<file path="src/rtl/accel_pkg.sv">
// Shared definitions for the block-cipher accelerator DMA paths.
//   fetch_state_t : states of the source-buffer fetch engine
//   BLK_W/WORD_W  : cipher block width and Avalon data width
//   blk_t         : one cipher block as stored in the DMA FIFOs
package accel_pkg;

    typedef enum logic [2:0] {IDLE, RD_LO, RD_HI, DRAIN, FINISH} fetch_state_t;

    localparam int BLK_W  = 64;
    localparam int WORD_W = 32;

    typedef logic [BLK_W-1:0] blk_t;

endpackage

</file>
<file path="src/rtl/sync_fifo.sv">
// Single-clock FIFO with registered storage, shared by the DMA fetch and
// write-back paths.
// Ports:
//   clk, reset_n       : clock, asynchronous active-low reset (empties FIFO)
//   push, push_data    : write request and data; ignored when full unless a
//                        pop frees the slot in the same cycle
//   pop                : read request; ignored when empty
//   full, empty        : occupancy flags
//   head               : oldest entry, meaningful while !empty
module sync_fifo #(
    parameter int WIDTH = 64,
    parameter int DEPTH = 4
) (
    input  logic             clk,
    input  logic             reset_n,
    input  logic             push,
    input  logic [WIDTH-1:0] push_data,
    input  logic             pop,
    output logic             full,
    output logic             empty,
    output logic [WIDTH-1:0] head
);

    // DEPTH is a power of two, so the pointers wrap naturally.
    localparam int PTR_W = $clog2(DEPTH);
    localparam logic [PTR_W:0] DEPTH_CNT = (PTR_W+1)'(DEPTH);

    logic [WIDTH-1:0] mem [DEPTH];
    logic [PTR_W-1:0] wr_ptr;
    logic [PTR_W-1:0] rd_ptr;
    logic [PTR_W:0]   count;
    logic             do_push;
    logic             do_pop;

    assign full    = (count == DEPTH_CNT);
    assign empty   = (count == '0);
    assign do_pop  = pop && !empty;
    assign do_push = push && (!full || do_pop);
    assign head    = mem[rd_ptr];

    always_ff @(posedge clk or negedge reset_n) begin
        if (!reset_n) begin
            wr_ptr <= '0;
            rd_ptr <= '0;
            count  <= '0;
        end else begin
            if (do_push) wr_ptr <= wr_ptr + 1'b1;
            if (do_pop)  rd_ptr <= rd_ptr + 1'b1;
            case ({do_push, do_pop})
                2'b10:   count <= count + 1'b1;
                2'b01:   count <= count - 1'b1;
                default: count <= count;
            endcase
        end
    end

    // Storage is data only; emptiness is tracked by count, so no reset needed.
    always_ff @(posedge clk) begin
        if (do_push) mem[wr_ptr] <= push_data;
    end

endmodule

</file>
<file path="src/rtl/avalon_dma_fetch.sv">
// Avalon-MM read initiator that fetches the cipher source buffer.
// Each 64-bit block is read as two 32-bit words (low word first), assembled,
// buffered in a sync_fifo and offered to the cipher core on a valid/ready
// stream.
// Ports:
//   clk, reset_n            : clock, asynchronous active-low reset
//   start, src_addr, num_blk: launch pulse, byte start address, block count
//   busy, done              : transfer in progress / one-cycle completion
//   avm_*                   : Avalon-MM read master (zero-latency reads)
//   blk_valid/data/ready    : block stream towards the cipher core
module avalon_dma_fetch
    import accel_pkg::*;
#(
    parameter int FIFO_DEPTH = 4,
    parameter int ADDR_W     = 32
) (
    input  logic              clk,
    input  logic              reset_n,
    input  logic              start,
    input  logic [31:0]       src_addr,
    input  logic [31:0]       num_blk,
    output logic              busy,
    output logic              done,
    output logic              avm_read,
    output logic [ADDR_W-1:0] avm_address,
    input  logic              avm_waitrequest,
    input  logic [WORD_W-1:0] avm_readdata,
    output logic              blk_valid,
    output blk_t              blk_data,
    input  logic              blk_ready
);

    fetch_state_t      state;
    fetch_state_t      state_nxt;
    logic [ADDR_W-1:0] addr_q;
    logic [31:0]       cnt_q;
    logic [WORD_W-1:0] lo_q;
    logic              word_acc;
    logic              push;
    logic              fifo_full;
    logic              fifo_empty;
    logic              unused_addr_bits;

    // Word addresses only; the byte offset is dropped on load.
    assign unused_addr_bits = ^src_addr[1:0];

    assign word_acc    = avm_read && !avm_waitrequest;
    assign avm_address = addr_q;
    assign busy        = (state != IDLE);
    assign done        = (state == FINISH);
    assign blk_valid   = !fifo_empty;

    always_ff @(posedge clk or negedge reset_n) begin
        if (!reset_n) state <= IDLE;
        else          state <= state_nxt;
    end

    always_comb begin
        state_nxt = state;
        avm_read  = 1'b0;
        push      = 1'b0;
        case (state)
            IDLE: begin
                if (start) state_nxt = (num_blk != 32'd0) ? RD_LO : FINISH;
            end
            RD_LO: begin
                // A block is only started when its FIFO slot is guaranteed,
                // which lets RD_HI push unconditionally.
                avm_read = !fifo_full;
                if (word_acc) state_nxt = RD_HI;
            end
            RD_HI: begin
                avm_read = 1'b1;
                if (word_acc) begin
                    push      = 1'b1;
                    state_nxt = (cnt_q == 32'd1) ? DRAIN : RD_LO;
                end
            end
            DRAIN: begin
                if (fifo_empty) state_nxt = FINISH;
            end
            FINISH: state_nxt = IDLE;
            default: state_nxt = IDLE;
        endcase
    end

    always_ff @(posedge clk or negedge reset_n) begin
        if (!reset_n) begin
            addr_q <= '0;
            cnt_q  <= '0;
        end else begin
            if (state == IDLE && start) begin
                addr_q <= {src_addr[ADDR_W-1:2], 2'b00};
                cnt_q  <= num_blk;
            end else if (word_acc) begin
                // Modulo 2^ADDR_W: wraps past the top of the address space.
                addr_q <= addr_q + ADDR_W'(4);
                if (state == RD_HI) cnt_q <= cnt_q - 32'd1;
            end
        end
    end

    always_ff @(posedge clk) begin
        if (word_acc && state == RD_LO) lo_q <= avm_readdata;
    end

    sync_fifo #(
        .WIDTH (BLK_W),
        .DEPTH (FIFO_DEPTH)
    ) u_fifo (
        .clk       (clk),
        .reset_n   (reset_n),
        .push      (push),
        .push_data ({avm_readdata, lo_q}),
        .pop       (blk_ready),
        .full      (fifo_full),
        .empty     (fifo_empty),
        .head      (blk_data)
    );

endmodule

</file>
<file path="config.mk">
export PLATFORM = sky130hd
export DESIGN_NAME = avalon_dma_fetch
export DESIGN_NICKNAME = d
export VERILOG_FILES = /design/src/rtl/accel_pkg.sv /design/src/rtl/sync_fifo.sv /design/src/rtl/avalon_dma_fetch.sv
export SDC_FILE = /design/constraint.sdc
export NUM_CORES = 1
export LEC_CHECK = 0
export CORE_UTILIZATION = 40
export DETAILED_ROUTE_END_ITERATION = 12
export SLEW_MARGIN = 20
export SYNTH_ARGS = -nofsm -noshare
export SYNTH_HDL_FRONTEND = slang
export SYNTH_SLANG_ARGS = --single-unit
</file>
<file path="constraint.sdc">
create_clock -name clk -period 5.9 [get_ports clk]
set_clock_uncertainty 0.15 [all_clocks]
set_input_delay 0.59 -clock clk [delete_from_list [all_inputs] [get_ports clk]]
set_output_delay 0.59 -clock clk [all_outputs]
set_load 0.02 [all_outputs]
</file>
==> results.tsv <==
metric	value	unit
status	finished, violations left	
violations	design-rule violations	
syn2layout_area_growth	25.17	%
initial_core_util	40.77	%
fmax	265.0	MHz
p_leak	0.005984	uW
drv_cap	0	
wl_per_cell	19.71	um
dp_hpwl	18.92	mm
cp_num_cells	3	
ys_top_cells_by_count	edfxtp_1, nand2_1, dfrtp_1	
synth_cells	867	
max-vdd-ir-drop	0.2499	mV
async_flop_share	20.00	%
multiInputGateArea	3891	um2
finish.net_count	1182	
grt_setup_unrepaired	false	
fin_area	18200	um2
layout.area.seq	10460	um2
synth.distinct_cells	59	
reg2reg_depth	3	
num_vias	8358	
place_ws	1.572	ns
initialDrtViolationCount	604	
crit_type	flop to output pin	
layout-drive-gt1-share	13.17	%
power_density	475.1	nW/um2
drc_errors	22	
cp-end-kind	output pin	
drv_slew	0	
antenna_found_initial	0	
ys.warnings.count	0	
yosysTopAreaCell	edfxtp_1	
ys.flop_type	edfxtp_1	
grt_pass1_wl	48.58	mm
ios	201	
power	8646	uW
portBuffers	196	
crit_path_start_kind	flop	
placed_cell_area	17000	um2
min_path_cells	0	
cts_resized	0	
yosysMostFrequentCell	edfxtp_1	
timing.setup.tns	0	ns
clock-sinks	360	
placementRows	69	
core	35660	um2
ys_top_cells_by_area	edfxtp_1, dfrtp_1, mux4_2	
die_area	37110	um2
wl	30.79	mm
setup_slack	2.126	ns
ant_nets	0	
gp_congestion	0.8443	
diodes	0	
crit_fanout	29	
worstPathRequired	5.16	ns
cp_top_family	buffers and inverters	
finalSetupViolCount	0	
crit_buf_inv	2	
ys_seq_area_share	71.88	%
clk_pin_slew_worst_paths	0.06	ns
hp-class	flop to flop	
synth-seq-cells	360	
final_cells	1562	
track_usage	17.00	%
cts_tree	done	
synth_top_cell_area_share	59.49	%
syn_area_per_cell	16.77	um2
tightest_slew	1.025	ns
cts_setup_buffers	0	
grt_start_max_net_pins	65	
htreeDepth	2	
drt-vias-per-instance	5.351	
numPlacedInstances	1492	
cpPeakStageDelay	0.81	ns
clk_latency	0.52	ns
die_w	192.6	um
clock_path_buffers	3	
period_needed	3.774	ns
finalHoldViolCount	0	
slowest_stage	dfrtp_4	
fill_cells	3016	
fin_crit_sh	63.97	%
grt_pass1_vias	8700	
crit_chain	buf_4, mux4_2, clkdlybuf4s50_1	
synth_edf_count	288	
ctsRootBufferMaster	clkbuf_16	
dr.pass1.iters	9	
arrival	3.03	ns
syn_area	14540	um2
cts-buffers-inserted	38	
grt_overflow_total	0	
maxSlewHeadroom	31.70	%
die_y	192.6	um
## per-layer routing
metal / global-route usage (%) / part of all wire [%] / routed length (um)
met1: 23.40 / 44 / 13580
met4: 3.664 / 1.4 / 430
met3: 4.183 / 6.9 / 2127
met5: 0 / 0 / 0
met2: 27.30 / 48 / 14660
## stage by stage
stage / util (%) / hold slack, ns
after floorplan: - / 0.1444
after global placement: 47.68 / 0.3234
after detailed placement: 47.68 / 0.3294
after CTS: 51.04 / 0.3405
after global routing: 51.04 / 0.3611
final: 51.04 / 0.3396
## layout by cell type, fill, tap and decap left out, types with 21 or more instances in the layout
cell             synthesis  layout
dfrtp_1                 72      70
edfxtp_1               288     288
o21ai_0                 42      42
nor2_1                  21      21
xnor2_1                 24      24
mux4_2                  64      64
nor3_1                  26      25
nand3_1                 23      23
clkdlybuf4s50_1          0     195
clkbuf_16                0      39
nand2_1                 77      77
## area by class of cell
class | instances | area share [%]
Sequential cell | 360 | 57.45
Multi-Input combinational cell | 452 | 21.38
Timing Repair Buffer | 206 | 11.18
Clock buffer | 50 | 5.700
Tap cell | 461 | 3.170
Clock inverter | 19 | 0.8251
Inverter | 14 | 0.2888
## cell families after synthesis
group                      count (synthesis)  synth area share (%)
DFF                                      360                 71.88
other                                      1               0.02580
and+or+nand+nor                          231                 8.460
AOI/OAI and AO/OA                        108                 4.949
muxes                                     66                 10.05
buffers and inverters                     56                 1.584
xor gates and xnor gates                  36                 2.221
adders and majority gates                  9                0.8263
## repair_timing
item	4_1_cts	5_1_grt
hold buffers	1	0
endpoints found under the setup margin	0	0
endpoints found under the hold margin	29	0
## report_power, final
group          total [uW]  leakage (uW)  switching (uW)  internal [uW]
Sequential           3560       0.00349             431           3130
Clock                2260      0.000571             967           1290
Combinational        2830       0.00193            1430           1400
## state kept, by name, summed over array words and instances (netlist names)
name and count:
u_fifo.rd_ptr 2, lo_q 32, cnt_q 32, u_fifo.wr_ptr 2, state 3, u_fifo.mem 256, u_fifo.count 3, avm_address 30
## final timing paths
kind / startpoint / endpoint / slack, ns
worst min register to register: lo_q[9] / u_fifo.mem[0][9] / 0.34
worst min-delay path: lo_q[9] / u_fifo.mem[0][9] / 0.34
min in group asynchronous: reset_n / cnt_q[20] / 0.51
max in group asynchronous: reset_n / avm_address[21] / 4.05
worst max register to register: state[1] / u_fifo.mem[3][62] / 2.23
worst max-delay path: u_fifo.rd_ptr[0] / blk_data[2] / 2.13
No activity file was read; power rests on OpenSTA's default activity.
